[src/rtl/adc_spi_reader_if.sv]
// Bus bundle between the ADC SPI reader and its surroundings.
// master: the reader (drives SPI pins and sample outputs); slave: the user side.
interface adc_spi_reader_if;
    logic        en;
    logic        miso;
    logic        cs_n;
    logic        sclk;
    logic [15:0] val_out;
    logic        val_valid;
    logic        busy;
    logic        overrun;

    modport master (
        input  en, miso,
        output cs_n, sclk, val_out, val_valid, busy, overrun
    );

    modport slave (
        output en, miso,
        input  cs_n, sclk, val_out, val_valid, busy, overrun
    );
endinterface

[src/rtl/adc_spi_reader.sv]
// Periodic SPI master reading a serial ADC, MSB first; outputs a zero-extended
// 16-bit sample with a one-cycle valid strobe.
// Ports: clk, reset (sync, active high), bus (en/miso in; cs_n, sclk, val_out,
// val_valid, busy, overrun out).
module adc_spi_reader #(
    parameter int CLK_DIV       = 4,
    parameter int FRAME_BITS    = 16,
    parameter int LEAD_BITS     = 4,
    parameter int ADC_BITS      = 10,
    parameter int SAMPLE_PERIOD = 200
) (
    input logic              clk,
    input logic              reset,
    adc_spi_reader_if.master bus
);
    localparam int CW = $clog2(CLK_DIV);
    localparam int BW = $clog2(FRAME_BITS);
    localparam int TW = $clog2(SAMPLE_PERIOD + 1);

    localparam logic [CW-1:0] CNT_LAST = CW'(CLK_DIV - 1);
    localparam logic [BW-1:0] BIT_LAST = BW'(FRAME_BITS - 1);
    localparam logic [BW-1:0] DATA_LO  = BW'(LEAD_BITS);
    localparam logic [BW-1:0] DATA_HI  = BW'(LEAD_BITS + ADC_BITS - 1);
    localparam logic [TW-1:0] TMR_LAST = TW'(SAMPLE_PERIOD - 1);

    localparam logic [2:0] S_IDLE  = 3'd0;
    localparam logic [2:0] S_SETUP = 3'd1;
    localparam logic [2:0] S_SHIFT = 3'd2;
    localparam logic [2:0] S_HOLD  = 3'd3;
    localparam logic [2:0] S_DONE  = 3'd4;

    logic [2:0]          state;
    logic [CW-1:0]       cnt;
    logic [BW-1:0]       bit_idx;
    logic [TW-1:0]       timer;
    logic [ADC_BITS-1:0] shreg;
    logic [15:0]         val_q;
    logic                miso_s1;
    logic                miso_s2;
    logic                cs_n_q;
    logic                sclk_q;
    logic                busy_q;
    logic                valid_q;
    logic                ovr_q;
    logic                tick;
    logic                in_data;

    assign tick    = bus.en && (timer == '0);
    assign in_data = (bit_idx >= DATA_LO) && (bit_idx <= DATA_HI);

    assign bus.cs_n      = cs_n_q;
    assign bus.sclk      = sclk_q;
    assign bus.busy      = busy_q;
    assign bus.val_out   = val_q;
    assign bus.val_valid = valid_q;
    assign bus.overrun   = ovr_q;

    // miso is asynchronous to clk
    always_ff @(posedge clk) begin
        if (reset) begin
            miso_s1 <= 1'b0;
            miso_s2 <= 1'b0;
        end else begin
            miso_s1 <= bus.miso;
            miso_s2 <= miso_s1;
        end
    end

    // Free-running period timer; keeps counting during frames so the
    // start-to-start spacing stays fixed.
    always_ff @(posedge clk) begin
        if (reset || !bus.en) begin
            timer <= '0;
        end else if (timer == TMR_LAST) begin
            timer <= '0;
        end else begin
            timer <= timer + 1'b1;
        end
    end

    always_ff @(posedge clk) begin
        if (reset) begin
            state   <= S_IDLE;
            cnt     <= '0;
            bit_idx <= '0;
            shreg   <= '0;
            val_q   <= '0;
            cs_n_q  <= 1'b1;
            sclk_q  <= 1'b1;
            busy_q  <= 1'b0;
            valid_q <= 1'b0;
            ovr_q   <= 1'b0;
        end else begin
            valid_q <= 1'b0;
            ovr_q   <= tick && (state != S_IDLE);
            unique case (state)
                S_IDLE: begin
                    if (tick) begin
                        state  <= S_SETUP;
                        cs_n_q <= 1'b0;
                        busy_q <= 1'b1;
                        cnt    <= '0;
                        shreg  <= '0;
                    end
                end
                S_SETUP: begin
                    if (cnt == CNT_LAST) begin
                        state   <= S_SHIFT;
                        cnt     <= '0;
                        bit_idx <= '0;
                        sclk_q  <= 1'b0;
                    end else begin
                        cnt <= cnt + 1'b1;
                    end
                end
                S_SHIFT: begin
                    if (cnt != CNT_LAST) begin
                        cnt <= cnt + 1'b1;
                    end else begin
                        cnt <= '0;
                        // sclk_q doubles as the half-period phase flag
                        if (!sclk_q) begin
                            sclk_q <= 1'b1;
                            if (in_data) begin
                                shreg <= {shreg[ADC_BITS-2:0], miso_s2};
                            end
                        end else if (bit_idx == BIT_LAST) begin
                            state <= S_HOLD;
                        end else begin
                            bit_idx <= bit_idx + 1'b1;
                            sclk_q  <= 1'b0;
                        end
                    end
                end
                S_HOLD: begin
                    if (cnt == CNT_LAST) begin
                        state   <= S_DONE;
                        cs_n_q  <= 1'b1;
                        busy_q  <= 1'b0;
                        valid_q <= 1'b1;
                        val_q   <= 16'(shreg);
                    end else begin
                        cnt <= cnt + 1'b1;
                    end
                end
                S_DONE: begin
                    state <= S_IDLE;
                end
                default: begin
                    state <= S_IDLE;
                end
            endcase
        end
    end
endmodule

[src/flat_wrapper.sv]
// flat-port wrapper written by rule: the top's interface ports become plain ports
module adc_spi_reader_flat 
#(
    parameter int CLK_DIV       = 4,
    parameter int FRAME_BITS    = 16,
    parameter int LEAD_BITS     = 4,
    parameter int ADC_BITS      = 10,
    parameter int SAMPLE_PERIOD = 200
)
  (clk, reset, bus_en, bus_miso, bus_cs_n, bus_sclk, bus_val_out, bus_val_valid, bus_busy, bus_overrun);
  adc_spi_reader_if bus_i ();
  input logic clk;
  input logic reset;
  input wire logic [$bits(bus_i.en)-1:0] bus_en;
  input wire logic [$bits(bus_i.miso)-1:0] bus_miso;
  output wire logic [$bits(bus_i.cs_n)-1:0] bus_cs_n;
  output wire logic [$bits(bus_i.sclk)-1:0] bus_sclk;
  output wire logic [$bits(bus_i.val_out)-1:0] bus_val_out;
  output wire logic [$bits(bus_i.val_valid)-1:0] bus_val_valid;
  output wire logic [$bits(bus_i.busy)-1:0] bus_busy;
  output wire logic [$bits(bus_i.overrun)-1:0] bus_overrun;
  assign bus_i.en = bus_en;
  assign bus_i.miso = bus_miso;
  assign bus_cs_n = bus_i.cs_n;
  assign bus_sclk = bus_i.sclk;
  assign bus_val_out = bus_i.val_out;
  assign bus_val_valid = bus_i.val_valid;
  assign bus_busy = bus_i.busy;
  assign bus_overrun = bus_i.overrun;
  adc_spi_reader #(.CLK_DIV(CLK_DIV), .FRAME_BITS(FRAME_BITS), .LEAD_BITS(LEAD_BITS), .ADC_BITS(ADC_BITS), .SAMPLE_PERIOD(SAMPLE_PERIOD)) u_core (.clk(clk), .reset(reset), .bus(bus_i));
endmodule
[config.mk]
export PLATFORM = sky130hd
export DESIGN_NAME = adc_spi_reader_flat
export DESIGN_NICKNAME = d
export VERILOG_FILES = /design/src/rtl/adc_spi_reader_if.sv /design/src/rtl/adc_spi_reader.sv /design/src/flat_wrapper.sv
export SDC_FILE = /design/constraint.sdc
export NUM_CORES = 1
export LEC_CHECK = 0
export BUFFER_PORTS_ARGS = -buffer_cell sky130_fd_sc_hd__buf_2
export CAP_MARGIN = 20
export CORE_ASPECT_RATIO = 0.9
export CORE_MARGIN = 5
export CORE_UTILIZATION = 40
export DETAILED_ROUTE_END_ITERATION = 7
export PLACE_DENSITY = 0.55
export SYNTH_ARGS = -nofsm -noshare
export SYNTH_HDL_FRONTEND = slang
export SYNTH_SLANG_ARGS = --single-unit
export TNS_END_PERCENT = 50
[constraint.sdc]
create_clock -name clk -period 3.4 [get_ports clk]
set_clock_uncertainty 0.15 [all_clocks]
set_input_delay 0.34 -clock clk [delete_from_list [all_inputs] [get_ports clk]]
set_output_delay 0.34 -clock clk [all_outputs]
set_load 0.05 [all_outputs]
==> impl_metrics.ini <==
[timing]
setup_viol = 0
hold_violations = 0
fin_setup_tns_ns = 0
maxSlewViolCount = 0
rsz0062_at_grt = no
period_share = 0.6942
setup_slack_ns = 1.040
slew_headroom = 0.6118
worst_slew_pin_slew_ns = 0.5815
min_period_ns = 2.360
max_freq_mhz = 423.7

[clock_tree]
cts_resized = 0
cts_made_buffers = 5
cts_tree = yes
path_clk_slew_ns = 0.09
htreeDepth = 2
cts-root-buf = clkbuf_8
cts_hold_buf = 0
clk_latency_ns = 0.30
clkSinkCount = 44
cts.path.max_buffers = 2
post_cts_buffers = 0

[logic_synthesis]
yosys_warnings = 0
ys.flop_type = dfxtp_1
yosys.area.top_type = dfxtp_1
synthCells = 234
netlist.area_leader.share = 0.4408
yosysMostFrequentCell = dfxtp_1
yosysSeqAreaShare = 0.4408
netlist_area_sq_um = 1998
synth-seq-cells = 44
synth_common_cells = 44 x dfxtp_1, 37 x nand2_1, 18 x a21oi_1
ys_types = 39
synth_edf_count = 0
synthTopCellsByArea = dfxtp_1 44%, nand2_1 7.0%, mux2i_1 5.0%
async_flop_share = 0
syn_avg_cell_area_sq_um = 8.539

[drt]
vias = 1532
post-route-drc-count = 0
drtIter0Drc = 120
wl_um = 3850
final_antenna_net_count = 0
dr.pass1.iters = 4
drt-wirelength-per-cell_um = 12.34
drt-vias-per-instance = 4.910

[global_route]
grt_use_total = 0.1239
grt_pass1_vias = 1401
grt_pass1_wl_um = 6637
grt_max_degree = 36
grt_overflow_total = 0
antenna_found_initial = 0

[placed_design]
port_buffers = 18
globalplace.congestion = 0.7771
placed_cells = 304
dp_worst_setup_slack_ns = 1.074
dp_hpwl_um = 2595

[critical_path]
critPathLaunchType = flip-flop
worst-r2r-setup-slack_ns = 1.04
crit_type = reg -> reg
timing.rr.start = u_core.cnt[0]$_SDFFE_PP0P_
r2r-end = u_core.shreg[8]$_SDFFE_PP0P_
end_kind = flip-flop
required_ns = 3.48
critPathArrivalTime_ns = 2.44
crit_fanout = 10
rr_worst_depth = 6

[floorplan]
start_util = 0.4133
core_area_sq_um = 4835
die-area_sq_um = 6511
rows = 24
ios = 25
die_w_um = 84.50
fp.dieH_um = 77.05

[cells_and_area]
fill_cells = 488
multi_input_area_sq_um = 1002
finalNonFillerCells = 312
nets = 256
ff_latch_area_sq_um = 880.8
area_delta_synth_final_pct = 10.39
antenna_cells = 0
drive_above_1_share = 0.1296

[power]
power_mw = 1.029
vdd_drop_max_uv = 254.6
p_leak_nw = 0.8261
power_density_nw_per_um2 = 466.6

[run]
maxCapViolations = 0

[status]
status = complete, no violations

[min_path]
hold_path_class = in -> reg
hold_start = bus_miso
holdPathEnd = u_core.miso_s1$_SDFF_PP0_
holdPathStages = 2
==> critical path, cell delays in order (launching register included) <==
cell and delay (ns):
dfxtp_1 0.41, ha_1 0.40, nand2b_4 0.12, or4_4 0.50
o31ai_2 0.25, buf_4 0.25, mux2i_1 0.21
==> metal layers <==
metal | vias to the layer above | track usage | part of all wire
li1 | 810 | - | -
met1 | 690 | 0.1819 | 0.53
met2 | 27 | 0.1737 | 0.42
met3 | 5 | 0.02894 | 0.036
met4 | 0 | 0.04747 | 0.014
met5 | - | 0 | 0
==> cells by family after synthesis <==
family	count (synthesis)	synth area share
AO/OA/AOI/OAI	33	0.1014
other	1	0.001877
flip-flops	44	0.4408
buffers and inverters	25	0.06700
multiplexers	10	0.05010
AND/OR/NAND/NOR	108	0.2705
adder cells (fa/ha/maj)	6	0.03757
XOR/XNOR	7	0.03068
==> placed cells by master, fill, tap and decap left out, drive strengths merged, types with 2 or more instances in the layout <==
master / count
and3: 5
or4: 2
clkbuf: 6
nor3: 7
mux2i: 10
inv: 6
ha: 6
nor2: 15
conb: 6
o21ai: 5
xnor2: 2
nand2: 37
a31oi: 2
a222oi: 2
dfxtp: 44
nor2b: 4
and2: 2
xor2: 5
buf: 19
nand2b: 14
a21oi: 18
nand3: 15
==> layout make-up <==
cell class	instances	area share
clock inverters	2	0.01758
well taps	65	0.03687
flip-flops and latches	44	0.3993
inverters	6	0.01021
multi-input cells	170	0.4543
repair buffers	19	0.04424
clock buffers	6	0.03744
==> state kept, by name, summed over array words and instances (netlist names) <==
signal and count:
u_core.bit_idx 4, u_core.bus.busy 1, u_core.bus.cs_n 1, u_core.bus.overrun 1, u_core.bus.sclk 1, u_core.bus.val_out 10
u_core.bus.val_valid 1, u_core.cnt 2, u_core.miso_s1 1, u_core.miso_s2 1, u_core.shreg 10, u_core.state 3
u_core.timer 8
==> worst max-delay path by stage <==
stage | from | endpoint | slack (ns) | cells past startpoint
finish | u_core.cnt[0]$_SDFFE_PP0P_ | u_core.shreg[8]$_SDFFE_PP0P_ | 1.04 | 6
detailed placement | u_core.cnt[0]$_SDFFE_PP0P_ | u_core.shreg[8]$_SDFFE_PP0P_ | 1.07 | 6
global placement | u_core.cnt[0]$_SDFFE_PP0P_ | u_core.shreg[8]$_SDFFE_PP0P_ | 1.13 | 6
floorplan | u_core.cnt[0]$_SDFFE_PP0P_ | u_core.shreg[0]$_SDFFE_PP0P_ | 1.34 | 7
CTS | u_core.cnt[0]$_SDFFE_PP0P_ | u_core.shreg[8]$_SDFFE_PP0P_ | 1.05 | 6
global route | u_core.cnt[0]$_SDFFE_PP0P_ | u_core.bus.busy$_SDFFE_PP0P_ | 0.86 | 5
==> stage by stage <==
stage	cell area [sq um]	utilization	hold WS [ns]
3_5_place_dp	2085	0.4312	0.2877
6_report	2206	0.4563	0.1021
3_3_place_gp	2085	0.4312	0.2852
5_1_grt	2206	0.4563	0.08792
4_1_cts	2206	0.4563	0.09447
2_1_floorplan	2017	-	0.2638
==> report_power, final <==
| part | switching, mW | internal [mW] |
|---|---|---|
| combinational | 0.0530 | 0.0232 |
| sequential | 0.00826 | 0.522 |
| clock | 0.182 | 0.240 |
| total | 0.243 | 0.786 |
Note: power is estimated with default switching activity, not from simulation.
